`src/rtl/fp_mult_arbiter_if.sv`:
```
// ---------------------------------------------------------------------------
// fp_mult_arbiter_if
//   Bundles every bus signal around fp_mult_arbiter: the requester
//   valid/ready/operand lanes, the multiplier operand/result path and the
//   registered response bus. The arbiter connects through the slave modport.
//   The environment connects through the master modport. That environment is
//   the requesting compute units together with the multiplier instance.
//
//   req_valid   NUM_REQ     per-requester operand-pair valid
//   req_ready   NUM_REQ     one-hot grant
//   req_a/b     NUM_REQ*32  operands, requester i at [32i+31:32i]
//   mul_a/b     32          operands driven to the multiplier
//   mul_result  32          product from the multiplier
//   mul_flags   3           {exception, overflow, underflow}
//   rsp_valid   1           one-cycle response strobe
//   rsp_id      ID_W        requester that issued the returning operation
//   rsp_result  32          product
//   rsp_flags   3           {exception, overflow, underflow}
//   busy        1           operation in flight or response presented
//   issue_count 32          total accepted operations (wrapping)
// ---------------------------------------------------------------------------
interface fp_mult_arbiter_if #(
  parameter int NUM_REQ = 4
);
  localparam int ID_W = ($clog2(NUM_REQ) > 1) ? $clog2(NUM_REQ) : 1;

  logic [NUM_REQ-1:0]    req_valid;
  logic [NUM_REQ-1:0]    req_ready;
  logic [NUM_REQ*32-1:0] req_a;
  logic [NUM_REQ*32-1:0] req_b;
  logic [31:0]           mul_a;
  logic [31:0]           mul_b;
  logic [31:0]           mul_result;
  logic [2:0]            mul_flags;
  logic                  rsp_valid;
  logic [ID_W-1:0]       rsp_id;
  logic [31:0]           rsp_result;
  logic [2:0]            rsp_flags;
  logic                  busy;
  logic [31:0]           issue_count;

  modport slave (
    input  req_valid, req_a, req_b, mul_result, mul_flags,
    output req_ready, mul_a, mul_b, rsp_valid, rsp_id, rsp_result,
           rsp_flags, busy, issue_count
  );

  modport master (
    output req_valid, req_a, req_b, mul_result, mul_flags,
    input  req_ready, mul_a, mul_b, rsp_valid, rsp_id, rsp_result,
           rsp_flags, busy, issue_count
  );
endinterface

```
`src/rtl/fp_mult_arbiter.sv`:
```
// ---------------------------------------------------------------------------
// fp_mult_arbiter
//   Round-robin scheduler sharing one pipelined FP multiplier (LATENCY
//   stages, no stall) among NUM_REQ requesters. The winning operand pair is
//   steered to the multiplier in the grant cycle. The requester id travels
//   down a shadow pipeline of the same depth. When it reaches the end, the
//   multiplier output is captured into a registered response tagged with
//   that id.
//
//   clk    rising-edge clock
//   reset  asynchronous, active-low (0 = in reset)
//   bus    fp_mult_arbiter_if.slave (requester lanes, multiplier path,
//          response bus, busy, issue_count)
// ---------------------------------------------------------------------------
module fp_mult_arbiter #(
  parameter int NUM_REQ = 4,
  parameter int LATENCY = 1
) (
  input  logic             clk,
  input  logic             reset,
  fp_mult_arbiter_if.slave bus
);
  localparam int              ID_W      = ($clog2(NUM_REQ) > 1) ? $clog2(NUM_REQ) : 1;
  localparam logic [ID_W:0]   NUM_REQ_X = (ID_W+1)'(NUM_REQ);
  localparam logic [ID_W-1:0] LAST_ID   = ID_W'(NUM_REQ-1);

  logic [ID_W-1:0]    r_rr_ptr;
  logic [LATENCY-1:0] r_vld;
  logic [ID_W-1:0]    r_tag [LATENCY];
  logic               r_rsp_valid;
  logic [ID_W-1:0]    r_rsp_id;
  logic [31:0]        r_rsp_result;
  logic [2:0]         r_rsp_flags;
  logic [31:0]        r_issue_count;

  logic [ID_W:0]      w_sum;
  logic [ID_W-1:0]    w_idx;
  logic               w_fire;
  logic [ID_W-1:0]    w_gnt;
  logic [NUM_REQ-1:0] w_ready;
  logic [31:0]        w_a_arr [NUM_REQ];
  logic [31:0]        w_b_arr [NUM_REQ];

  // Round-robin search: visit requesters rr_ptr, rr_ptr+1, ... modulo
  // NUM_REQ and keep the first valid one. Holding reset low masks every
  // grant, so nothing can fire while the block is being cleared.
  always_comb begin
    // NOTE: every variable gets a default before any conditional update so
    // no path leaves it unassigned; otherwise a latch would be inferred.
    w_sum   = '0;
    w_idx   = '0;
    w_fire  = 1'b0;
    w_gnt   = '0;
    w_ready = '0;
    for (int k = 0; k < NUM_REQ; k++) begin
      w_sum = {1'b0, r_rr_ptr} + (ID_W+1)'(k);
      if (w_sum >= NUM_REQ_X) w_sum = w_sum - NUM_REQ_X;
      w_idx = w_sum[ID_W-1:0];
      if (!w_fire && reset && bus.req_valid[w_idx]) begin
        w_fire = 1'b1;
        w_gnt  = w_idx;
      end
    end
    if (w_fire) w_ready[w_gnt] = 1'b1;
  end

  always_comb begin
    for (int i = 0; i < NUM_REQ; i++) begin
      w_a_arr[i] = bus.req_a[32*i +: 32];
      w_b_arr[i] = bus.req_b[32*i +: 32];
    end
  end

  assign bus.req_ready = w_ready;
  assign bus.mul_a     = w_fire ? w_a_arr[w_gnt] : '0;
  assign bus.mul_b     = w_fire ? w_b_arr[w_gnt] : '0;

  // Pointer moves just past the winner; it only advances on a fire.
  // NOTE: sequential state uses non-blocking assignments so every register
  // samples the pre-edge values, independent of statement order.
  always_ff @(posedge clk or negedge reset) begin
    if (!reset) begin
      r_rr_ptr      <= '0;
      r_issue_count <= '0;
    end else if (w_fire) begin
      r_rr_ptr      <= (w_gnt == LAST_ID) ? '0 : w_gnt + 1'b1;
      r_issue_count <= r_issue_count + 32'd1;
    end
  end

  // Shadow pipeline: id of each issued operation, aligned with the
  // multiplier so stage LATENCY-1 meets its valid result.
  always_ff @(posedge clk or negedge reset) begin
    if (!reset) begin
      r_vld <= '0;
      // NOTE: the tag array is cleared along with vld so that in-flight ids
      // are discarded and rsp_id reads 0 after reset.
      for (int k = 0; k < LATENCY; k++) r_tag[k] <= '0;
    end else begin
      r_vld[0] <= w_fire;
      r_tag[0] <= w_gnt;
      for (int k = 1; k < LATENCY; k++) begin
        r_vld[k] <= r_vld[k-1];
        r_tag[k] <= r_tag[k-1];
      end
    end
  end

  // Response register: payload is captured only for a valid operation and
  // otherwise holds, so consumers may still read it after the strobe.
  always_ff @(posedge clk or negedge reset) begin
    if (!reset) begin
      r_rsp_valid  <= 1'b0;
      r_rsp_id     <= '0;
      r_rsp_result <= '0;
      r_rsp_flags  <= '0;
    end else begin
      r_rsp_valid <= r_vld[LATENCY-1];
      if (r_vld[LATENCY-1]) begin
        r_rsp_id     <= r_tag[LATENCY-1];
        r_rsp_result <= bus.mul_result;
        r_rsp_flags  <= bus.mul_flags;
      end
    end
  end

  assign bus.rsp_valid   = r_rsp_valid;
  assign bus.rsp_id      = r_rsp_id;
  assign bus.rsp_result  = r_rsp_result;
  assign bus.rsp_flags   = r_rsp_flags;
  assign bus.busy        = (|r_vld) | r_rsp_valid;
  assign bus.issue_count = r_issue_count;
endmodule
```
`src/flat_wrapper.sv`:
```
// flat-port wrapper written by rule: the top's interface ports become plain ports
module fp_mult_arbiter_flat 
#(
  parameter int NUM_REQ = 4,
  parameter int LATENCY = 1
)
  (clk, reset, bus_req_valid, bus_req_a, bus_req_b, bus_mul_result, bus_mul_flags, bus_req_ready, bus_mul_a, bus_mul_b, bus_rsp_valid, bus_rsp_id, bus_rsp_result, bus_rsp_flags, bus_busy, bus_issue_count);
  fp_mult_arbiter_if #(.NUM_REQ(NUM_REQ)) bus_i ();
  input  logic clk;
  input  logic reset;
  input wire logic [$bits(bus_i.req_valid)-1:0] bus_req_valid;
  input wire logic [$bits(bus_i.req_a)-1:0] bus_req_a;
  input wire logic [$bits(bus_i.req_b)-1:0] bus_req_b;
  input wire logic [$bits(bus_i.mul_result)-1:0] bus_mul_result;
  input wire logic [$bits(bus_i.mul_flags)-1:0] bus_mul_flags;
  output wire logic [$bits(bus_i.req_ready)-1:0] bus_req_ready;
  output wire logic [$bits(bus_i.mul_a)-1:0] bus_mul_a;
  output wire logic [$bits(bus_i.mul_b)-1:0] bus_mul_b;
  output wire logic [$bits(bus_i.rsp_valid)-1:0] bus_rsp_valid;
  output wire logic [$bits(bus_i.rsp_id)-1:0] bus_rsp_id;
  output wire logic [$bits(bus_i.rsp_result)-1:0] bus_rsp_result;
  output wire logic [$bits(bus_i.rsp_flags)-1:0] bus_rsp_flags;
  output wire logic [$bits(bus_i.busy)-1:0] bus_busy;
  output wire logic [$bits(bus_i.issue_count)-1:0] bus_issue_count;
  assign bus_i.req_valid = bus_req_valid;
  assign bus_i.req_a = bus_req_a;
  assign bus_i.req_b = bus_req_b;
  assign bus_i.mul_result = bus_mul_result;
  assign bus_i.mul_flags = bus_mul_flags;
  assign bus_req_ready = bus_i.req_ready;
  assign bus_mul_a = bus_i.mul_a;
  assign bus_mul_b = bus_i.mul_b;
  assign bus_rsp_valid = bus_i.rsp_valid;
  assign bus_rsp_id = bus_i.rsp_id;
  assign bus_rsp_result = bus_i.rsp_result;
  assign bus_rsp_flags = bus_i.rsp_flags;
  assign bus_busy = bus_i.busy;
  assign bus_issue_count = bus_i.issue_count;
  fp_mult_arbiter #(.NUM_REQ(NUM_REQ), .LATENCY(LATENCY)) u_core (.clk(clk), .reset(reset), .bus(bus_i));
endmodule
```
`config.mk`:
```
export PLATFORM = sky130hd
export DESIGN_NAME = fp_mult_arbiter_flat
export DESIGN_NICKNAME = d
export VERILOG_FILES = /design/src/rtl/fp_mult_arbiter_if.sv /design/src/rtl/fp_mult_arbiter.sv /design/src/flat_wrapper.sv
export SDC_FILE = /design/constraint.sdc
export NUM_CORES = 1
export LEC_CHECK = 0
export ABC_AREA = 1
export BUFFER_PORTS_ARGS = -buffer_cell sky130_fd_sc_hd__buf_2
export CORE_AREA = 2 2 168 170
export DETAILED_ROUTE_END_ITERATION = 12
export DIE_AREA = 0 0 170 172
export GPL_TIMING_DRIVEN = 0
export PLACE_DENSITY = 0.64
export SKIP_LAST_GASP = 1
export SYNTH_ARGS = -nofsm -noshare
export SYNTH_HDL_FRONTEND = slang
export SYNTH_SLANG_ARGS = --single-unit
```
`constraint.sdc`:
```
create_clock -name clk -period 2.64 [get_ports clk]
set_clock_uncertainty 0.2 [all_clocks]
set_input_delay 0.396 -clock clk [delete_from_list [all_inputs] [get_ports clk]]
set_output_delay 0.396 -clock clk [all_outputs]
set_load 0.01 [all_outputs]
```
* Word-level counts from Yosys, hierarchy flattened *
Cells that the tools add are included.
W data, S select, Z words.

cells by class
  mux-type cells = 32
  eq/ne operators = 1
  bitwise operators = 2
  multipliers = 0
  div/mod/pow operators = 0
  reduce and logical (&&, ||, !) cells = 11
  shift operators = 0
  order comparisons = 11
  add/subtract/negate cells = 9

operators with widths
  operator                 count
  $mux W32                 6
  $bmux W32 S2             2
  $add A32 B1 Y32 const B  1
  $mux W2                  9
  $lt A2 B3 Y1 const B     5
  $ge A3 B3 Y1 const B     4
  $mux W1                  9
  $bmux W1 S2              4
  $logic_and A1 B1 Y1      8
  $sub A2 B1 Y2 const B    4
  $add A2 B2 Y3 const B    2
  $mux W4                  1
  $add A2 B1 Y3 const B    1
  $ge A2 B3 Y1 const B     1
  $logic_not A1 Y1         3
  $not A2 Y3               1
  $add A2 B1 Y2 const B    1
  $demux W1 S2             1
  $eq A2 B2 Y1 const B     1
  $ge A2 B1 Y1 const B     1
  $or A1 B1 Y1             1

storage, ports and cells
  input port bits = 297
  logic and storage cells = 74
  RAM bits = 0
  memories = 0
  latch bits = 0
  memory bits (read-only) = 0
  output and inout port bits = 139
  register bits after elaboration = 75

* Logic depth before layout (Yosys ltp) *
  depth in word-level cells = 23
  mapped depth = 15

* Worst setup path after synthesis *
Ideal clock, no wire load.

  kind = register -> output
  start = register u_core.r_rr_ptr[0]
  end = output port bus_mul_a[24]
  stages on the path, launching flop included = 15
  arrival = 1826 ps
  path buffers = 3
  setup slack = 218 ps
  cell sequence = dfrtp_1 buf_6 nand2_1 nand3_1 nand2_2 nand2_1 nor2_2 nor2_1 inv_1 nand2_1 buf_2 buf_4 nand3_1 nand3_1 a21oi_1

between the ends
  word-level cells in the longest chain between the ends = 23

ends and longest elaborated chain
  item                                                  line                   text
  from (decl)                                           fp_mult_arbiter.sv:27  logic [ID_W-1:0] r_rr_ptr;
  from (signal assigned)                                fp_mult_arbiter.sv:86  r_rr_ptr <= (w_gnt == LAST_ID) ? '0 : w_gnt + 1'b1;
  $ge A2 B3 Y1 / $sub A2 B1 Y2 (equally long branches)  fp_mult_arbiter.sv:57  if (w_sum >= NUM_REQ_X) w_sum = w_sum - NUM_REQ_X;
  $mux W2                                               fp_mult_arbiter.sv:57
  $bmux W1 S2                                           fp_mult_arbiter.sv:59  if (!w_fire && reset && bus.req_valid[w_idx]) begin
  $mux W1 (implied by the code)                         fp_mult_arbiter.sv:59
  $logic_and A1 B1 Y1                                   fp_mult_arbiter.sv:59
  $mux W1                                               fp_mult_arbiter.sv:59
  $logic_not A1 Y1                                      fp_mult_arbiter.sv:59
  $logic_and A1 B1 Y1 (2 in series)                     fp_mult_arbiter.sv:59
  [... 4 more ...]                                      -
  $mux W1                                               fp_mult_arbiter.sv:59
  $logic_not A1 Y1                                      fp_mult_arbiter.sv:59
  $logic_and A1 B1 Y1 (2 in series)                     fp_mult_arbiter.sv:59
  $mux W2                                               fp_mult_arbiter.sv:59
  $not A2 Y3 (implied by the code)                      fp_mult_arbiter.sv:75  assign bus.mul_a = w_fire ? w_a_arr[w_gnt] : '0;
  $bmux W32 S2                                          fp_mult_arbiter.sv:75
  $mux W32 (implied by the code) (2 in series)          fp_mult_arbiter.sv:75
  $mux W32 *                                            fp_mult_arbiter.sv:75
  to (decl)                                             flat_wrapper.sv:17     output wire logic [$bits(bus_i.mul_a)-1:0] bus_mul_a;

Mark *: on every way between the ends. The rest lies on a longest branch, timed or not. The select of a mux whose other input is x is not followed.

* Final worst setup path *
  start = register u_core.r_rr_ptr[0]
  end = output port bus_mul_b[7]

between the ends
  word-level cells in the longest chain between the ends = 23

ends and longest elaborated chain
  item                                                  line                   text
  $ge A2 B3 Y1 / $sub A2 B1 Y2 (equally long branches)  fp_mult_arbiter.sv:57
  $mux W2                                               fp_mult_arbiter.sv:57
  $bmux W1 S2                                           fp_mult_arbiter.sv:59
  $mux W1 (implied by the code)                         fp_mult_arbiter.sv:59
  $logic_and A1 B1 Y1                                   fp_mult_arbiter.sv:59
  $mux W1                                               fp_mult_arbiter.sv:59
  $logic_not A1 Y1                                      fp_mult_arbiter.sv:59
  $logic_and A1 B1 Y1 (2 in series)                     fp_mult_arbiter.sv:59
  [... 4 more ...]                                      -
  $mux W1                                               fp_mult_arbiter.sv:59
  $logic_not A1 Y1                                      fp_mult_arbiter.sv:59
  $logic_and A1 B1 Y1 (2 in series)                     fp_mult_arbiter.sv:59
  $mux W2                                               fp_mult_arbiter.sv:59
  $not A2 Y3 (implied by the code)                      fp_mult_arbiter.sv:76  assign bus.mul_b = w_fire ? w_b_arr[w_gnt] : '0;
  $bmux W32 S2                                          fp_mult_arbiter.sv:76
  $mux W32 (implied by the code) (2 in series)          fp_mult_arbiter.sv:76
  $mux W32 *                                            fp_mult_arbiter.sv:76
  to (decl)                                             flat_wrapper.sv:18     output wire logic [$bits(bus_i.mul_b)-1:0] bus_mul_b;

Marked as above.

==> results.ini <==
[global_route]
antenna_found_initial=5
gr-total-overflow=0
grt_pass1_vias=8921
track_usage_pct=22.14
grt_pass1_wl_um=50170
grt_max_degree=57

[status]
status=finished with violations
violations=setup timing

[floorplanning]
initial_core_util_pct=25.61
die-width_um=170
ioPinCount=436
die-height_um=172
std_cell_rows=61
core_area_um2=27480
die_area_um2=29240

[setup_path]
cp-start-kind=flip-flop
critPathKind=flip-flop to primary output
critPathCaptureType=primary output
cp.arrival_ns=2.55
reg2reg_depth=12
reg2reg_to=u_core.bus.issue_count[16]
rrSetupSlack_ns=0.20
worstPathRequired_ns=2.04
crit_fanout=10
r2r_start=u_core.r_rr_ptr[0]

[routing]
dr_total_vias=9799
drt_first_pass_iters=6
vias_per_cell=4.999
drt_wl_total_um=35600
wl_per_cell_um=18.16
postRouteAntennaNets=0
drt_iter0_markers=713
drc_errors=0

[sta]
rsz0062_at_grt=yes
whs_ns=0.09345
fin_ws_ns=-0.5010
fmax_mhz=318.4
report.final.slew_viol_count=0
setup_viol=68
min_period_ns=3.141
relSlewSlack_pct=37.20
finalHoldViolCount=0
tightestPinTransition_ns=0.9389
timing.final.crit_share_pct=119.0

[synth]
syn-num-nets=1421
ys_warn_count=0
syn_inst=1122
syn_area_per_cell_um2=6.272
yosysSeqAreaShare_pct=26.67
yosys-top-cells-area=dfrtp_1 27%, nand3_1 24%, nand2_1 13%, inv_1 8.5%, mux2_2 5.9%
yosysTopAreaCellShare_pct=26.67
syn-cell-area_um2=7037
synth_cell_types=25
yosys_register_bits=75
netlist.top_cell.by_area=dfrtp_1

[clock_tree]
h-tree-depth=3
cts_buffer_depth=2
cts_root_buf=clkbuf_16
cts_made_buffers=9
cts_sinks=75
cts.clk_slew.worst_paths_ns=0.06
cts_tree=yes
worstSkewPairLatency_ns=0.33

[layout]
utilization_pct=42.28
finish.instance_area_um2=11620
area_growth_pct=65.08
nets=1903
fillers=2918
drive_gt1_share_pct=45.52

[placed_design]
placed_cell_area_um2=9677
dp_hpwl_um=27240
globalplace.congestion=0.9693
dp_slack_ns=-0.5553
port_buffers=435

[pwr]
peakVddDrop_v=0.0006660
power_density_nw_per_um2=1425
p_leak_uw=0.006350
p_total_uw=16550

[hold_path]
whs_endpoint=u_core.bus.rsp_result[8]
whs_path_depth=2
hp-class=input pin to flip-flop
min-delay-start=bus_mul_result[8]

[flow_run]
cap_violations=0

==> report_power, final <==
part	switching (uW)	total [uW]	internal, uW	leakage (uW)
Sequential	276	1860	1580	0.000916
Clock	462	1190	725	0.000136
Combinational	7680	13500	5820	0.00530
==> metal layers <==
| metal | wire length [um] | GRT usage [%] | up-vias |
|---|---|---|---|
| li1 | - | - | 4616 |
| met1 | 15370 | 29.91 | 4626 |
| met2 | 16890 | 36.77 | 486 |
| met3 | 2367 | 3.502 | 71 |
| met4 | 975 | 6.094 | 0 |
| met5 | 0 | 0 | - |
==> placed cells by master, fill, tap and decap left out, types with 4 or more instances in the layout <==
| cell | count |
|---|---|
| clkbuf_16 | 16 |
| nor3_1 | 14 |
| nand2_2 | 23 |
| buf_4 | 33 |
| inv_2 | 4 |
| clkbuf_2 | 5 |
| nand3_2 | 22 |
| nor2_4 | 7 |
| inv_1 | 155 |
| buf_6 | 41 |
| xnor2_1 | 6 |
| a21oi_2 | 35 |
| nand2_4 | 19 |
| clkbuf_8 | 4 |
| buf_8 | 13 |
| diode_2 | 6 |
| xor2_1 | 25 |
| nand3_4 | 5 |
| mux2_2 | 37 |
| a21oi_1 | 25 |
| nand3_1 | 306 |
| nand4_1 | 8 |
| dfrtp_1 | 74 |
| nand2_1 | 207 |
| buf_12 | 11 |
| o21ai_0 | 12 |
| nor4_1 | 5 |
| a21oi_4 | 4 |
| nor2_1 | 28 |
| buf_2 | 431 |
| clkbuf_1 | 7 |
==> metrics by stage <==
stage / TNS, ns / instances
4_1_cts: -26.55 / 1941
2_1_floorplan: 0 / 1122
3_5_place_dp: -22.67 / 1904
5_1_grt: -38.95 / 1958
3_3_place_gp: -121.87 / 1903
6_report: -29.50 / 1960
==> cells in the mapped netlist, drive strengths merged <==
cell type / count
buf: 68
clkbuf: 19
ha: 2
nor4: 5
xor2: 25
nand4: 10
nand3: 333
o21ai: 13
nand2: 251
mux2: 37
inv: 164
nor3: 14
dfrtp: 75
xnor2: 6
nor2: 35
a21oi: 64
or2: 1
==> final cells by class <==
type	instances	area [um2]	share of cell area [%]
Multi-Input combinational cell	796	4697	40.44
Tap cell	346	432.9	3.727
Clock buffer	12	236.5	2.036
Sequential cell	75	1878	16.17
Antenna cell	6	15.01	0.1293
Inverter	164	635.6	5.472
Buffer	83	938.4	8.078
Timing Repair Buffer	475	2743	23.61
Clock inverter	3	40.04	0.3447
==> sequential cells by signal, indices dropped and copies added, names as in the netlist <==
register and flops:
u_core.r_vld 1, u_core.r_rr_ptr 2, u_core.bus.rsp_result 32, u_core.r_tag 2
u_core.bus.rsp_valid 1, u_core.bus.rsp_id 2, u_core.bus.rsp_flags 3, u_core.bus.issue_count 32
==> logic make-up (layout without fill, tap and decap cells) <==
kind of cell	after synthesis	in the layout	share of synthesized area, %
AOI/OAI and AO/OA	77	77	5.530
xor gates and xnor gates	31	31	3.858
adders and majority gates	2	2	0.3556
buffers and inverters	251	737	15.84
DFF	75	75	26.67
muxes	37	37	5.921
other	0	6	0
and+or+nand+nor	649	649	41.82
==> repair_timing <==
action	4_1_cts	5_1_grt
hold buffers	2	0
setup buffers	20	7
gates cloned	4	6
resized for setup	230	112
endpoints found under the setup margin	68	68
hold endpoints to repair	19	0
pin swaps	62	48
==> worst max-delay path by stage <==
stage,start,to,slack [ns],depth (start not counted)
5_1_grt,u_core.r_rr_ptr[0],bus_mul_b[7],-0.63,13
6_report,u_core.r_rr_ptr[0],bus_mul_b[7],-0.50,15
3_5_place_dp,u_core.r_rr_ptr[0],bus_mul_a[0],-0.56,13
2_1_floorplan,u_core.r_rr_ptr[0],bus_mul_a[24],0.22,14
4_1_cts,u_core.r_rr_ptr[0],bus_mul_b[24],-0.45,17
3_3_place_gp,reset,bus_mul_a[0],-1.70,12
==> critical path, stage by stage (launching register included) <==
cell	delay, ns
dfrtp_1	0.42
buf_6	0.17
nand2_4	0.08
nand2_2	0.06
nand2_2	0.08
nand2_4	0.06
inv_2	0.07
nand4_4	0.12
nor2_4	0.18
nand2_4	0.09
buf_12	0.16
buf_2	0.20
nand3_1	0.09
nand3_1	0.11
a21oi_2	0.16
buf_2	0.14
Power figures use the tool's default switching activity.
